### src/rtl/fetch_pkg.sv
// Shared types and constants for the instruction fetch stage.
// Imported by the fetch queue and the fetch unit top.
package fetch_pkg;

  localparam int          INSTR_W          = 32;
  localparam int          PC_W             = 32;
  localparam logic [31:0] PC_INC           = 32'd4;
  localparam logic [31:0] RESET_PC_DEFAULT = 32'h0000_0000;

  typedef enum logic {
    BOOT = 1'b0,
    RUN  = 1'b1
  } fetch_state_e;

  typedef struct packed {
    logic [PC_W-1:0]    pc;
    logic [INSTR_W-1:0] instr;
  } fetch_entry_t;

  // Fetch addresses are always word aligned; low address bits are dropped.
  function automatic logic [PC_W-1:0] align_pc(input logic [PC_W-1:0] pc);
    return pc & ~32'h0000_0003;
  endfunction

endpackage

### src/rtl/fetch_fifo2.sv
// Two-entry {pc, instr} queue between instruction memory and the consumer.
// Entry 0 is always the head, so the head output comes straight from a flop.
module fetch_fifo2
  import fetch_pkg::*;
(
  input  logic         clk,
  input  logic         rst_n,
  input  logic         push,
  input  fetch_entry_t push_entry,
  input  logic         pop,
  input  logic         flush,
  output fetch_entry_t head,
  output logic [1:0]   count
);

  fetch_entry_t entry_q [2];
  fetch_entry_t entry_d [2];
  logic [1:0]   count_q;
  logic [1:0]   count_d;
  logic         pop_ok;
  logic [1:0]   kept;

  always_comb begin
    entry_d = entry_q;
    count_d = count_q;
    pop_ok  = pop && (count_q != 2'd0);
    kept    = count_q - {1'b0, pop_ok};
    if (flush) begin
      count_d = 2'd0;
    end else begin
      if (pop_ok) begin
        entry_d[0] = entry_q[1];
      end
      // A push lands directly behind whatever survives this cycle's pop.
      if (push && (kept != 2'd2)) begin
        entry_d[kept[0]] = push_entry;
        count_d          = kept + 2'd1;
      end else begin
        count_d = kept;
      end
    end
  end

  always_ff @(posedge clk or negedge rst_n) begin
    if (!rst_n) begin
      count_q <= 2'd0;
      for (int i = 0; i < 2; i++) begin
        entry_q[i] <= '0;
      end
    end else begin
      count_q <= count_d;
      entry_q <= entry_d;
    end
  end

  assign head  = entry_q[0];
  assign count = count_q;

endmodule

### src/rtl/ifetch_unit.sv
// Fetch stage: owns the fetch PC, issues word reads to a one-cycle memory
// and hands instructions downstream through a 2-entry queue with redirect flush.
module ifetch_unit
  import fetch_pkg::*;
#(
  parameter logic [31:0] RESET_PC = RESET_PC_DEFAULT
) (
  input  logic        Clk,
  input  logic        Reset_n,
  output logic        Imem_Req,
  output logic [31:0] Imem_Addr,
  input  logic [31:0] Imem_Data,
  input  logic        Redirect,
  input  logic [31:0] Redirect_PC,
  output logic        Instr_Valid,
  input  logic        Instr_Ready,
  output logic [31:0] Instr,
  output logic [31:0] Instr_PC
);

  fetch_state_e state_q;
  fetch_state_e state_d;
  logic [31:0]  fpc_q;
  logic [31:0]  fpc_d;
  logic [31:0]  req_pc_q;
  logic [31:0]  req_pc_d;
  logic         inflight_q;
  logic         inflight_d;

  logic         deq;
  logic         req;
  logic [2:0]   occupancy;
  logic [1:0]   count;
  fetch_entry_t head;
  fetch_entry_t ret_entry;

  always_comb begin
    deq       = (count != 2'd0) && Instr_Ready && !Redirect;
    // Slots already committed once this cycle's dequeue is taken into account.
    occupancy = {1'b0, count} + {2'b00, inflight_q} - {2'b00, deq};
    req       = (state_q == RUN) && !Redirect && (occupancy <= 3'd1);

    state_d    = RUN;
    fpc_d      = fpc_q;
    req_pc_d   = req_pc_q;
    inflight_d = req;
    if (Redirect) begin
      fpc_d = align_pc(Redirect_PC);
    end else if (req) begin
      fpc_d    = fpc_q + PC_INC;
      req_pc_d = fpc_q;
    end
  end

  always_ff @(posedge Clk or negedge Reset_n) begin
    if (!Reset_n) begin
      state_q    <= BOOT;
      fpc_q      <= RESET_PC;
      req_pc_q   <= RESET_PC;
      inflight_q <= 1'b0;
    end else begin
      state_q    <= state_d;
      fpc_q      <= fpc_d;
      req_pc_q   <= req_pc_d;
      inflight_q <= inflight_d;
    end
  end

  // A response whose cycle carries a redirect is dropped by the queue flush.
  assign ret_entry = '{pc: req_pc_q, instr: Imem_Data};

  fetch_fifo2 u_fifo (
    .clk       (Clk),
    .rst_n     (Reset_n),
    .push      (inflight_q),
    .push_entry(ret_entry),
    .pop       (deq),
    .flush     (Redirect),
    .head      (head),
    .count     (count)
  );

  assign Imem_Req    = req;
  assign Imem_Addr   = fpc_q;
  assign Instr_Valid = (count != 2'd0) && !Redirect;
  assign Instr       = head.instr;
  assign Instr_PC    = head.pc;

endmodule

### config.mk
export PLATFORM = sky130hd
export DESIGN_NAME = ifetch_unit
export DESIGN_NICKNAME = d
export VERILOG_FILES = /design/src/rtl/fetch_pkg.sv /design/src/rtl/fetch_fifo2.sv /design/src/rtl/ifetch_unit.sv
export SDC_FILE = /design/constraint.sdc
export NUM_CORES = 1
export LEC_CHECK = 0
export BUFFER_PORTS_ARGS = -buffer_cell sky130_fd_sc_hd__buf_2
export CORE_ASPECT_RATIO = 1.1
export CORE_UTILIZATION = 50
export DETAILED_ROUTE_END_ITERATION = 6
export PLACE_DENSITY_LB_ADDON = 0.3
export SLEW_MARGIN = 20
export SYNTH_ARGS = -nofsm -noshare
export SYNTH_HDL_FRONTEND = slang
export SYNTH_HIERARCHICAL = 1
export SYNTH_SLANG_ARGS = --single-unit
### constraint.sdc
create_clock -name Clk -period 12.66 [get_ports Clk]
set_clock_uncertainty 0.05 [all_clocks]
set_input_delay 2.532 -clock Clk [delete_from_list [all_inputs] [get_ports Clk]]
set_output_delay 2.532 -clock Clk [all_outputs]
set_load 0.05 [all_outputs]
# [Word-level counts from Yosys, hierarchy flattened]
# Cells that the tools add are included.
# Widths: inputs -> output; s select.
[word_totals] register_bits=196 latch_bits=0 mem_bits_rw=0 rom_bits=0 input_bits=68 output_inout_bits=98 n_memories=0
[classes] addsub=5 mul=0 n_div=0 n_lt_le_gt_ge=3 eq_ne=1 shift=0 mux=10 n_bitwise=2 n_reduce_logical=13
[ops] operator="$mux 64" count=3
[ops] operator="$bwmux 128" count=1
[ops] operator="$mux 128" count=1
[ops] operator="$demux 64 s1" count=1
[ops] operator="$mux 32" count=2
[ops] operator="$add 32x3->32 const B" count=1
[ops] operator="$logic_and 1x1->1" count=8
[ops] operator="$mux 2" count=2
[ops] operator="$reduce_and 2->1" count=2
[ops] operator="$reduce_bool 2->1" count=2
[ops] operator="$add 2x1->3" count=1
[ops] operator="$le 3x1->1 const B" count=1
[ops] operator="$sub 3x1->3" count=1
[ops] operator="$add 2x1->2 const B" count=1
[ops] operator="$ge 2x2->1 const B" count=1
[ops] operator="$lt 2x1->1 const B" count=1
[ops] operator="$ne 2x2->1 const B" count=1
[ops] operator="$not 1->2" count=1
[ops] operator="$sub 2x1->2" count=1
[ops] operator="$logic_not 1->1" count=1
[ops] operator="$not 1->1" count=1

# [Logic depth before layout (Yosys ltp)]
# Gate-level depths: netlist of run 1.
[depth] word_depth=12 ltp_mapped=17 mapped_depth_nobuf=14

# [By module]
# Netlist of run 1, hierarchy kept.
[modules_own_cells] module="fetch_fifo2" instances=1 cells_each=435 area_each_um2=6231.0
[modules_own_cells] module="ifetch_unit" instances=1 cells_each=341 area_each_um2=3055.4

# [Worst setup path before layout of run 1]
# Ideal clock, no wire load.
[synth_path] kind="input to output" from="in Redirect" to="out Imem_Req" t_arrival_ns=6.091 path_slack_ns=3.987 stages=15 n_path_buf=5 path_cell_list="clkbuf_1 clkbuf_1 nor2_1 and2_1 ha_1 inv_1 ha_1 inv_1 fa_1 xor2_1 or3_1 clkbuf_1 inv_2 buf_2 buf_2"
[synth_between] elab_chain_len=5 elab_cells_between_ends=6 cone_classes="add/sub (1); order compare (1); reduce/logical (4)"
[synth_lines] item="start: declaration" line="ifetch_unit.sv:13" source="input logic Redirect,"
[synth_lines] item="$logic_not 1->1" line="ifetch_unit.sv:38" source="deq = (count != 2'd0) && Instr_Ready && !Redirect;"
[synth_lines] item="$logic_and 1x1->1" line="ifetch_unit.sv:38"
[synth_lines] item="via deq" line="ifetch_unit.sv:30" source="logic deq;"
[synth_lines] item="$sub 3x1->3" line="ifetch_unit.sv:40" source="occupancy = {1'b0, count} + {2'b00, inflight_q} - {2'b00, deq};"
[synth_lines] item="$le 3x1->1" line="ifetch_unit.sv:41" source="req = (state_q == RUN) && !Redirect && (occupancy <= 3'd1);"
[synth_lines] item="$logic_and 1x1->1" line="ifetch_unit.sv:41"
[synth_lines] item="end: declaration" line="ifetch_unit.sv:10" source="output logic Imem_Req,"
# The timed path passes the listed nets, and every way through them passes these cells.

# [Worst setup path after layout of run 1]
# Same ends and word-level chain as after synthesis.

==> summary.md, run 1 <==
| Metric | Value |
|---|---|
| Final #Nets | `~930` |
| CTS Root Buffer Type | `clkbuf_16` |
| Worst EP arrival | `around 5400 ps` |
| Clock transition at the registers of the reported paths | `about 70 ps` |
| Setup repair bufs after CTS | `0` |
| Initial Util | `0.518` |
| CP Launch Type | `input pin` |
| Cts bufs inserted | `17` |
| Fmax | `126 MHz` |
| TritonCTS sink count | `between 150 and 200` |
| Core Box Area | `around 0.018 sq mm` |
| Clock period minus worst slack | `approximately 8000 ps` |
| Slowest stage cell, crit path | `or3_2` |
| Avg Vias per Cell | `5.71` |
| Die X | `~130 um` |
| Crit path buf inv count | `6` |
| Die Ht | `about 140 um` |
| RSZ-0062 raised after global routing | `no` |
| Later-pin clock latency in the skew report | `around 430 ps` |
| Worst slew pin tran | `slightly above 900 ps` |
| Global-route wire length before repair | `34600 um` |
| Pleak | `4.83 nW` |
| Top_reg_cell synth | `dfrtp_1` |
| Synth top area share | `0.517` |
| Initial DRT Pass Iterations | `5` |
| Number of remaining DRC errors | `0` |
| Hold Buf Count CTS | `0` |
| Setup-failing EPs final | `0` |
| Leading area contributor after synthesis | `dfrtp_1` |
| Status | `completed` |
| Area delta synth->final | `11.6%` |
| Crit-path cells | `buf_2 -> buf_4 -> nor2_1 -> and2_1 -> ha_1 -> inv_1 -> ha_1 -> inv_1 -> fa_1 -> xor2_1 -> or3_2 -> inv_2 -> buf_2` |
| Power Density | `between 200 and 250 mW/mm^2` |
| CP Max Fanout | `~40` |
| Crit path max-delay family | `buffers and inverters` |
| Post-Route Utilization | `0.578` |
| Post-route setup TNS | `0 ps` |
| # diodes | `0` |
| Gpl congestion | `between 0.8 and 0.9` |
| Slew headroom | `0.388` |
| Top post-synthesis cells by area | `dfrtp_1 (52%), mux2_4 (9.7%), a2bb2oi_2 (6.5%)` |
| Worst Path Class, Setup | `in -> out` |
| Die Footprint | `around 0.019 sq mm` |
| Yosys warns | `6` |
| Routed WL per cell | `~19 um` |
| TritonCTS clock tree | `done` |
| Clock buffer depth | `2` |
| HP Class | `reg -> reg` |
| Cell Area, Synth | `roughly 0.0093 sq mm` |
| Initial DRC Count | `approximately 380` |
| Sequential element share of the synthesized area | `0.517` |
| Cells after Synth | `~780` |
| Drt total wl | `approximately 21000 um` |
| Yosys cell types | `65` |
| Fillers | `around 1500` |
| Initial antenna violation count | `0` |
| Post-CTS resize count | `0` |
| Share of layout cells above drive strength 1 | `0.372` |
| Slew Limit Fails | `0` |
| Slowest cell delay on critical path | `about 500 ps` |
| Ys async rst share | `1.00` |
| Crit end category | `primary output` |
| Htree depth | `4` |
| Count of maximum capacitance violations | `0` |
| Port Buf Inserts | `~160` |
| Req. time, crit path | `slightly above 10000 ps` |
| I/O pins | `around 170` |
| Site Rows | `51` |
| Vias in the first global route | `around 6300` |
| Hold Vio Cnt, Final | `0` |
| Synthesized area per cell | `~12 sq um` |
| Post-synth EDFFs | `0` |
| Grt total ovfl | `0` |
| GRT Total Usage | `0.231` |
| Tcrit/Tclk final | `0.627` |
| DPL Wire Length | `around 13000 um` |
| Largest net degree at the start of global routing | `115` |
| Synthesis-stage register bit count | `roughly 190` |
| Vias | `between 6000 and 7000` |
| Remaining antenna violation count | `0` |
| Maximum VDD drop | `a little over 0.1 mV` |
## final cells by class
type                            count  area (sq um)  area share
Inverter                            8          30.0     0.00290
Clock inverter                     13           173      0.0167
Timing Repair Buffer              172           917      0.0885
Sequential cell                   192          4800       0.464
Tap cell                          238           298      0.0287
Clock buffer                       19           453      0.0437
Multi-Input combinational cell    465          3690       0.356
## kinds of logic (layout without fill, tap and decap cells)
kind of cell               after synthesis  in the layout  synth area share
xor gates and xnor gates                 3              3           0.00283
AOI/OAI and AO/OA                      192            192             0.186
other                                    2              7          0.000809
buffers and inverters                  124            212            0.0883
DFF                                    192            192             0.517
and+or+nand+nor                        194            194            0.0955
adders and majority gates                4              4           0.00620
muxes                                   65             65             0.103
## state kept, by name, summed over array words and instances (netlist names)
name / cells
Imem_Addr: 30
inflight_q: 1
req_pc_q: 30
state_q: 1
u_fifo/count: 2
u_fifo/entry_q: 64
u_fifo/head: 64
## report_power, final
group,total [mW],switching [mW],internal [mW]
registers,0.895,0.118,0.776
logic,0.703,0.447,0.256
clock network,0.571,0.245,0.327
total,2.17,0.810,1.36
## metrics by stage
stage	instances	worst slack [ps]	power, mW	hold slack [ps]	instance area [sq um]
after CTS	1106	4700	2.18	443	10300
final	1107	4720	2.17	435	10400
after floorplan	781	3990	1.54	409	9310
after detailed placement	1074	4710	1.61	427	9710
after global routing	1107	4530	2.26	449	10400
after global placement	1074	4730	1.59	419	9710
## cell usage in the layout (no fill, tap or decap), types with 3 or more instances in the layout
cell type / Yosys / layout
o311ai_1: 7 / 7
nand4_1: 10 / 10
inv_1: 7 / 6
nor4_1: 3 / 3
a2bb2oi_1: 24 / 24
inv_6: 0 / 5
a221o_1: 7 / 7
o21ai_0: 4 / 4
a31oi_1: 3 / 3
dfrtp_1: 192 / 192
clkbuf_8: 0 / 3
clkbuf_16: 0 / 17
o311ai_2: 3 / 3
mux2_1: 4 / 4
conb_1: 2 / 7
a2bb2oi_2: 40 / 40
buf_4: 67 / 10
nor2_1: 13 / 13
a31o_1: 3 / 3
nand3_1: 6 / 6
o211ai_1: 5 / 5
or3_1: 5 / 4
nor2b_1: 5 / 5
buf_2: 16 / 160
mux2_4: 60 / 60
ha_1: 3 / 3
nor3_1: 6 / 6
o21ai_1: 14 / 14
o22ai_1: 64 / 64
and3_1: 4 / 4
nand2_1: 127 / 127
bufinv_16: 0 / 3
## worst reg2reg max path: stages (launching register included)
cell and delay (ps):
dfrtp_1 510, nor2_1 140, nor2_1 50, and2_1 230, ha_1 310, inv_1 60
ha_1 120, inv_1 40, fa_1 360, xor2_1 220, or3_2 510, inv_2 90
buf_4 450, nor2_1 340, a22o_1 260, a211o_1 260
## layer usage
| layer | GRT usage | routed length, um |
|---|---|---|
| met1 | 0.327 | 10100 |
| met2 | 0.361 | 9800 |
| met3 | 0.0447 | 1260 |
| met4 | 0.0645 | 242 |
| met5 | 0 | 0 |
## worst paths after layout
| kind | from | end | slack [ps] | cells after the start |
|---|---|---|---|---|
| max reg2reg | u_fifo/count[1] | Imem_Addr[28] | 8550 | 15 |
| max | Redirect | Imem_Req | 4720 | 13 |
| max in group asynchronous | Reset_n | u_fifo/entry_q[46] | 9130 | 3 |
| min in group asynchronous | Reset_n | u_fifo/entry_q[24] | 2180 | 1 |
| min | u_fifo/entry_q[0] | u_fifo/entry_q[0] | 440 | 1 |
| min reg2reg | u_fifo/entry_q[0] | u_fifo/entry_q[0] | 440 | 1 |
## cell usage after synthesis (3+ instances only)
cell	instances
dfrtp_1	192
o21ai_0	4
or3_1	5
mux2_4	60
o311ai_2	3
clkbuf_1	22
nor3_1	6
and3_1	4
buf_1	3
ha_1	3
nand4_1	10
o21ai_1	14
buf_8	6
inv_1	7
o22ai_1	64
buf_4	67
o311ai_1	7
o211ai_1	5
a31oi_1	3
mux2_1	4
a2bb2oi_1	24
nand3_1	6
nand2_1	127
nor2_1	13
buf_2	16
a2bb2oi_2	40
a31o_1	3
a221o_1	7
nor2b_1	5
nor4_1	3
No activity file was read; power rests on OpenSTA's default activity.
==> inputs of run 2 (changes only) <==
ABC_AREA = 1   (was not set)
clock period = 7.5 ns   (was 12.66 ns; I/O delays follow)
==> run 2 against run 1 <==
Net effect:
- register-to-register slack worse by 5200 ps
- first-iteration DRC count up 95%
- non-clock buffer count up 3
- critical endpoint unchanged
- critical path type unchanged
- die area grew 23%
- sequential cell count unchanged
- worst hold slack lost 15 ps
- global-route usage rose by 2.9 points
==> summary.md, run 2 <==
| Metric | Value |
|---|---|
| Status | `completed (unchanged)` |
| Global-route wire length before repair | `49300 um (was 34600 um)` |
| Sequential share of power | `0.416 (was 0.413)` |
| Port Buf Inserts | `161 (unchanged)` |
| HP Class | `reg -> reg (unchanged)` |
| Top_reg_cell synth | `dfrtp_1 (unchanged)` |
| Synthesized area per cell | `6.90 sq um (was 12.0 sq um)` |
| Clock transition at the registers of the reported paths | `70 ps (about the same)` |
| Reg-to-reg slack, setup | `3390 ps (was 8550 ps)` |
| Htree depth | `4 (unchanged)` |
| Hold Vio Cnt, Final | `0 (unchanged)` |
| Grt total ovfl | `0 (unchanged)` |
| Largest net degree at the start of global routing | `162 (was 115)` |
| Later-pin clock latency in the skew report | `440 ps (was 430 ps)` |
| Tot Pwr | `3.69 mW (was 2.17 mW)` |
| Combinational share of power | `0.348 (was 0.324)` |
| Crit end category | `primary output (unchanged)` |
| Setup WS post-layout | `1890 ps (was 4720 ps)` |
| Slew Limit Fails | `0 (unchanged)` |
| Post-synth EDFFs | `0 (unchanged)` |
| Slew headroom | `0.371 (was 0.388)` |
| Power Density | `299 mW/mm^2 (was 209 mW/mm^2)` |
| Number of remaining DRC errors | `0 (unchanged)` |
| Leading area contributor after synthesis | `dfrtp_1 (unchanged)` |
| Initial Util | `0.513 (was 0.518)` |
| Commonest non-fill, non-tap cells in the layout | `nand2_1 (679), nand3_1 (196), dfrtp_1 (191) (was dfrtp_1 (192), buf_2 (160), nand2_1 (127))` |
| CP endpoint | `Imem_Req (unchanged)` |
| Clock buffer depth | `2 (unchanged)` |
| Synthesis-stage register bit count | `192 (unchanged)` |
| Site Rows | `57 (was 51)` |
| Die Ht | `160 um (was 145 um)` |
| Yosys warns | `6 (unchanged)` |
| Commonest cells post-synth | `nand2_1 (682), nand3_1 (197), dfrtp_1 (192) (was dfrtp_1 (192), nand2_1 (127), buf_4 (67))` |
| Vias | `10301 (was 6316)` |
| Final #Nets | `1769 (was 928)` |
| Initial DRT Pass Iterations | `5 (unchanged)` |
| Count of maximum capacitance violations | `0 (unchanged)` |
| Cell Area, Synth | `0.0114 sq mm (was 0.00929 sq mm)` |
| Initial antenna violation count | `0 (unchanged)` |
| Slowest stage cell, crit path | `fa_1 (was or3_2)` |
| # diodes | `0 (unchanged)` |
| Crit-path cells | `buf_4 -> nor3b_2 -> ha_1 -> inv_1 -> ha_1 -> inv_1 -> fa_1 -> nand2_1 -> nor2_4 -> nand2_2 -> inv_2 -> buf_2 (was buf_2 -> buf_4 -> nor2_1 -> and2_1 -> ha_1 -> inv_1 -> ha_1 -> inv_1 -> fa_1 -> xor2_1 -> or3_2 -> inv_2 -> buf_2)` |
| Pint | `2.13 mW (was 1.36 mW)` |
| Setup-failing EPs final | `0 (unchanged)` |
| Sequential element share of the synthesized area | `0.421 (was 0.517)` |
| I/O pins | `166 (unchanged)` |
| Top post-synthesis cells by area | `dfrtp_1 (42%), nand2_1 (22%), nand3_1 (8.6%) (was dfrtp_1 (52%), mux2_4 (9.7%), a2bb2oi_2 (6.5%))` |
| Cells after Synth | `1655 (was 776)` |
| RSZ-0062 raised after global routing | `no (unchanged)` |
| Synth top area share | `0.421 (was 0.517)` |
| Post-DP Area | `0.0118 sq mm (was 0.00971 sq mm)` |
| Die Footprint | `0.0234 sq mm (was 0.0191 sq mm)` |
| Hold Buf Count CTS | `0 (unchanged)` |
| Most frequent cell after synthesis | `nand2_1 (was dfrtp_1)` |
| DPL Wire Length | `17500 um (was 12800 um)` |
| Area delta synth->final | `8.29% (was 11.6%)` |
| Drt total wl | `29200 um (was 21400 um)` |
| Fmax | `~180 MHz` |
| TritonCTS sink count | `192 (unchanged)` |
| TritonCTS clock tree | `done (unchanged)` |
| Yosys cell types | `27 (was 65)` |
| Post-route setup TNS | `0 ps (unchanged)` |
| Maximum VDD drop | `0.150 mV (was 0.104 mV)` |
| Remaining antenna violation count | `0 (unchanged)` |
| Vias in the first global route | `9776 (was 6340)` |
| Commonest non-fill, non-tap cell in the layout | `nand2_1 (was dfrtp_1)` |
| Setup repair bufs after CTS | `0 (unchanged)` |
| Ys async rst share | `1.00 (unchanged)` |
| Worst Setup SP | `Redirect (unchanged)` |
| Fin area | `0.0124 sq mm (was 0.0104 sq mm)` |
| Tcrit/Tclk final | `0.748` |
| Pleak | `6.86 nW (was 4.83 nW)` |
| Req. time, crit path | `5950 ps (was 10080 ps)` |
| Initial DRC Count | `730 (was 375)` |
| Share of layout cells above drive strength 1 | `0.144 (was 0.372)` |
| Clock power share | `0.236 (was 0.263)` |
| GRT Total Usage | `0.260 (was 0.231)` |
| Core Box Area | `0.0223 sq mm (was 0.0179 sq mm)` |
| Sw Ratio | `0.424 (was 0.373)` |
| CP Max Fanout | `36 (was 41)` |
| RR Endpoint | `u_fifo/entry_q[34] (was Imem_Addr[28])` |
| Routed WL per cell | `14.6 um (was 19.3 um)` |
| Hold WS | `421 ps (was 435 ps)` |
| Gpl congestion | `0.861 (was 0.874)` |
| Avg Vias per Cell | `5.14 (was 5.71)` |
| Die X | `146 um (was 132 um)` |
| Worst slew pin tran | `943 ps (was 918 ps)` |
| Dpl ws | `1890 ps (was 4710 ps)` |
| Worst Path Class, Setup | `in -> out (unchanged)` |
| CP Launch Type | `input pin (unchanged)` |
| Post-CTS resize count | `0 (unchanged)` |
| Slowest cell delay on critical path | `470 ps (was 510 ps)` |
| Clock period minus worst slack | `between 5000 and 6000 ps` |
| Sw power | `1.56 mW (was 810 uW)` |
| Worst EP arrival | `4060 ps (was 5360 ps)` |
| Reg2Reg Depth | `9 (was 15)` |
| Cts bufs inserted | `17 (unchanged)` |
| CTS Root Buffer Type | `clkbuf_16 (unchanged)` |
| RR Startpoint | `u_fifo/count[1] (unchanged)` |
==> run 2: cell types whose count changed after synthesis, moves of 27 or more <==
cell       change
inv_1        +133
o22ai_1       -64
o21ai_0       +27
a2bb2oi_2     -40
nand3b_1      +64
nand2_1      +555
mux2_4        -60
nand3_1      +191
nor2_1       +128
==> run 2: worst max-delay path, delay by kind of cell <==
family	cells	cell delay (ps)
and+or+nand+nor	4	340
buffers and inverters	5	1290
adders and majority gates	3	910
==> run 2: per-stage QoR <==
step	util	cells
6_report	0.556	2005
3_5_place_dp	0.531	1973
5_1_grt	0.556	2005
4_1_cts	0.556	2005
2_1_floorplan	-	1660
3_3_place_gp	0.531	1973
==> run 2: kinds of logic (layout without fill, tap and decap cells) <==
logic type	after synthesis	count (layout)	share of synthesized area
buf+inv	299	349	0.130
flops	192	192	0.421
fa+ha+maj	4	4	0.00504
compound gates	39	39	0.0184
other cells	2	7	0.000658
simple gates	1119	1119	0.425
==> run 2: cell type report <==
class | count | area [sq um]
Clock buffer | 17 | 425
Multi-Input combinational cell | 1169 | 5160
Sequential cell | 192 | 4810
Timing Repair Buffer | 175 | 935
Inverter | 142 | 533
Tap cell | 295 | 369
Fill cell | 2155 | 9890
Clock inverter | 15 | 131
==> run 2: power groups by stage <==
| stage | Clock [mW] | Combinational [mW] | Sequential (mW) |
|---|---|---|---|
| 6_report | 0.872 | 1.28 | 1.54 |
| 2_1_floorplan | 0 | 1.06 | 1.57 |
| 4_1_cts | 0.892 | 1.29 | 1.53 |
| 3_5_place_dp | 0 | 1.28 | 1.55 |
| 3_3_place_gp | 0 | 1.26 | 1.54 |
| 5_1_grt | 0.931 | 1.42 | 1.58 |
==> run 2: how the worst min path moves through the flow <==
stage	start	end	slack (ps)	cells past startpoint
after floorplan	u_fifo/entry_q[0]	u_fifo/entry_q[0]	390	2
after global placement	u_fifo/entry_q[14]	u_fifo/entry_q[14]	400	2
after detailed placement	u_fifo/entry_q[14]	u_fifo/entry_q[14]	410	2
after CTS	u_fifo/entry_q[40]	u_fifo/entry_q[40]	420	2
after global routing	u_fifo/entry_q[4]	u_fifo/entry_q[4]	440	2
final	u_fifo/entry_q[40]	u_fifo/entry_q[40]	420	2
==> run 2: routing by layer <==
| metal | wire length [um] | track usage |
|---|---|---|
| met3 | 2280 | 0.0412 |
| met5 | 0 | 0 |
| met4 | 627 | 0.0971 |
| met1 | 12800 | 0.349 |
| met2 | 13600 | 0.425 |
==> inputs of run 3 (changes only) <==
clock period = 4.8 ns   (was 7.5 ns; I/O delays follow)
==> run 3 against run 2 <==
Net effect:
- register-to-register slack lost 2300 ps
- non-clock buffer count increased by 7
- combinational power increased by 58%
- first-iteration DRC count increased by 12%
- total power grew 57%
- clock-buffer cell count increased by 3
- critical path depth did not move
- die area is the same
- via count increased by 0.19%
- sequential power is 56% higher
- global-route usage fell by 0.20 points
- critical path type unchanged
==> summary.md, run 3 (synthesized netlist as in run 2, its figures left out) <==
| Metric | Value |
|---|---|
| Initial Util | `0.513 (unchanged)` |
| Slew headroom | `0.252 (was 0.371)` |
| Slowest cell delay on critical path | `470 ps (about the same)` |
| Setup repair bufs after CTS | `0 (unchanged)` |
| Hold WS | `422 ps (was 421 ps)` |
| Die X | `146 um (unchanged)` |
| CP Max Fanout | `2 (was 36)` |
| Power Density | `468 mW/mm^2 (was 299 mW/mm^2)` |
| RSZ-0062 raised after global routing | `no (unchanged)` |
| Fmax | `260 MHz` |
| Number of remaining DRC errors | `0 (unchanged)` |
| Clock transition at the registers of the reported paths | `70 ps (about the same)` |
| Share of layout cells above drive strength 1 | `0.146 (was 0.144)` |
| DPL Wire Length | `17900 um (was 17500 um)` |
| Htree depth | `4 (unchanged)` |
| Commonest non-fill, non-tap cell in the layout | `nand2_1 (unchanged)` |
| HP Class | `reg -> reg (unchanged)` |
| Port Buf Inserts | `161 (unchanged)` |
| Initial antenna violation count | `0 (unchanged)` |
| Vias in the first global route | `9529 (was 9776)` |
| CP Launch Type | `input pin (unchanged)` |
| Global-route wire length before repair | `48800 um (was 49300 um)` |
| Crit end category | `primary output (unchanged)` |
| Reg2Reg Depth | `15 (was 9)` |
| Status | `completed (unchanged)` |
| Post-Route Utilization | `0.559 (was 0.556)` |
| Later-pin clock latency in the skew report | `430 ps (was 440 ps)` |
| Clock buffer depth | `2 (unchanged)` |
| Maximum VDD drop | `0.249 mV (was 0.150 mV)` |
| TritonCTS sink count | `192 (unchanged)` |
| Tcrit/Tclk final | `0.801` |
| Gpl congestion | `0.916 (was 0.861)` |
| Vias | `10321 (was 10301)` |
| GRT Total Usage | `0.258 (was 0.260)` |
| Hold Buf Count CTS | `0 (unchanged)` |
| Largest net degree at the start of global routing | `131 (was 162)` |
| Area delta synth->final | `8.88% (was 8.29%)` |
| Hold Vio Cnt, Final | `0 (unchanged)` |
| Clock period minus worst slack | `3840 ps` |
| TritonCTS clock tree | `done (unchanged)` |
| Final #Nets | `1776 (was 1769)` |
| Die Footprint | `0.0234 sq mm (unchanged)` |
| Worst slew pin tran | `1120 ps (was 943 ps)` |
| Hold depth | `2 (unchanged)` |
| CTS Root Buffer Type | `clkbuf_16 (unchanged)` |
| Cts bufs inserted | `17 (unchanged)` |
| Slew Limit Fails | `0 (unchanged)` |
| Commonest non-fill, non-tap cells in the layout | `nand2_1 (679), nand3_1 (196), dfrtp_1 (191) (unchanged)` |
| Req. time, crit path | `3790 ps (was 5950 ps)` |
| Slowest stage cell, crit path | `fa_1 (unchanged)` |
| # diodes | `0 (unchanged)` |
| Worst Path Class, Setup | `in -> out (unchanged)` |
| Post-route setup TNS | `0 ps (unchanged)` |
| Worst EP arrival | `2830 ps (was 4060 ps)` |
| Initial DRT Pass Iterations | `6 (was 5)` |
| Remaining antenna violation count | `0 (unchanged)` |
| I/O pins | `166 (unchanged)` |
| Setup-failing EPs final | `0 (unchanged)` |
| Crit-path cells | `buf_4 -> nor3b_2 -> ha_1 -> inv_1 -> ha_1 -> inv_1 -> fa_1 -> nand2_1 -> nor2_4 -> nand2_2 -> inv_2 -> buf_2 (unchanged)` |
| Site Rows | `57 (unchanged)` |
| Pleak | `6.90 nW (was 6.86 nW)` |
| Post-CTS resize count | `0 (unchanged)` |
| Die Ht | `160 um (unchanged)` |
| Drt total wl | `29500 um (was 29200 um)` |
| Initial DRC Count | `816 (was 730)` |
| Core Box Area | `0.0223 sq mm (unchanged)` |
| Routed WL per cell | `14.7 um (was 14.6 um)` |
| Avg Vias per Cell | `5.13 (was 5.14)` |
| Grt total ovfl | `0 (unchanged)` |
| Count of maximum capacitance violations | `0 (unchanged)` |
run 3: cell count changes in the layout (fill, tap and decap cells not counted), moves of 2 or more:
| cell | before | now |
|---|---|---|
| clkinv_2 | 1 | 3 |
| inv_6 | 2 | 0 |
| bufinv_16 | 0 | 2 |
| inv_8 | 4 | 0 |
| clkinv_4 | 3 | 1 |
| buf_4 | 14 | 21 |
run 3: metal layers:
layer	track usage	share of wire	vias to the layer above
li1	-	-	5113
met1	0.349	0.44	4722
met2	0.427	0.47	452
met3	0.0398	0.074	34
met4	0.0800	0.014	0
met5	0	0	-
run 3: where the power goes:
group / total, mW / internal, mW / switching (mW)
logic: 2.02 / 0.592 / 1.43
clock network: 1.40 / 0.788 / 0.612
registers: 2.40 / 2.06 / 0.338
run 3: critical path, delay by kind of cell:
family,cells,cell delay (ps)
AND/OR/NAND/NOR,4,450
adder cells (fa/ha/maj),3,840
buffers and inverters,5,560
run 3: metrics by stage:
stage	instance area, sq um	setup slack (ps)	std cells	power (mW)
2_1_floorplan	11400	377	1660	4.11
3_3_place_gp	11900	582	1980	4.37
3_5_place_dp	11900	565	1980	4.43
4_1_cts	12400	938	2010	5.85
5_1_grt	12400	614	2010	6.18
6_report	12400	956	2010	5.82
run 3: cell type report:
class	count	area [sq um]
inverter	142	533
sequential	192	4810
fill	2127	9820
clock buffer	20	457
multi-input combinational	1169	5160
tap	295	369
clock inverter	10	114
timing repair buffer	182	988
run 3: worst paths after layout:
kind / slack (ps) / startpoint / end
worst max-delay path: 960 / Redirect / Imem_Req
worst min-delay path: 420 / u_fifo/entry_q[19] / u_fifo/entry_q[19]
worst max register to register: 1070 / u_fifo/count[1] / Imem_Addr[15]
worst min register to register: 420 / u_fifo/entry_q[19] / u_fifo/entry_q[19]
max in group asynchronous: 3190 / Reset_n / u_fifo/head[62]
min in group asynchronous: 470 / Reset_n / u_fifo/head[24]
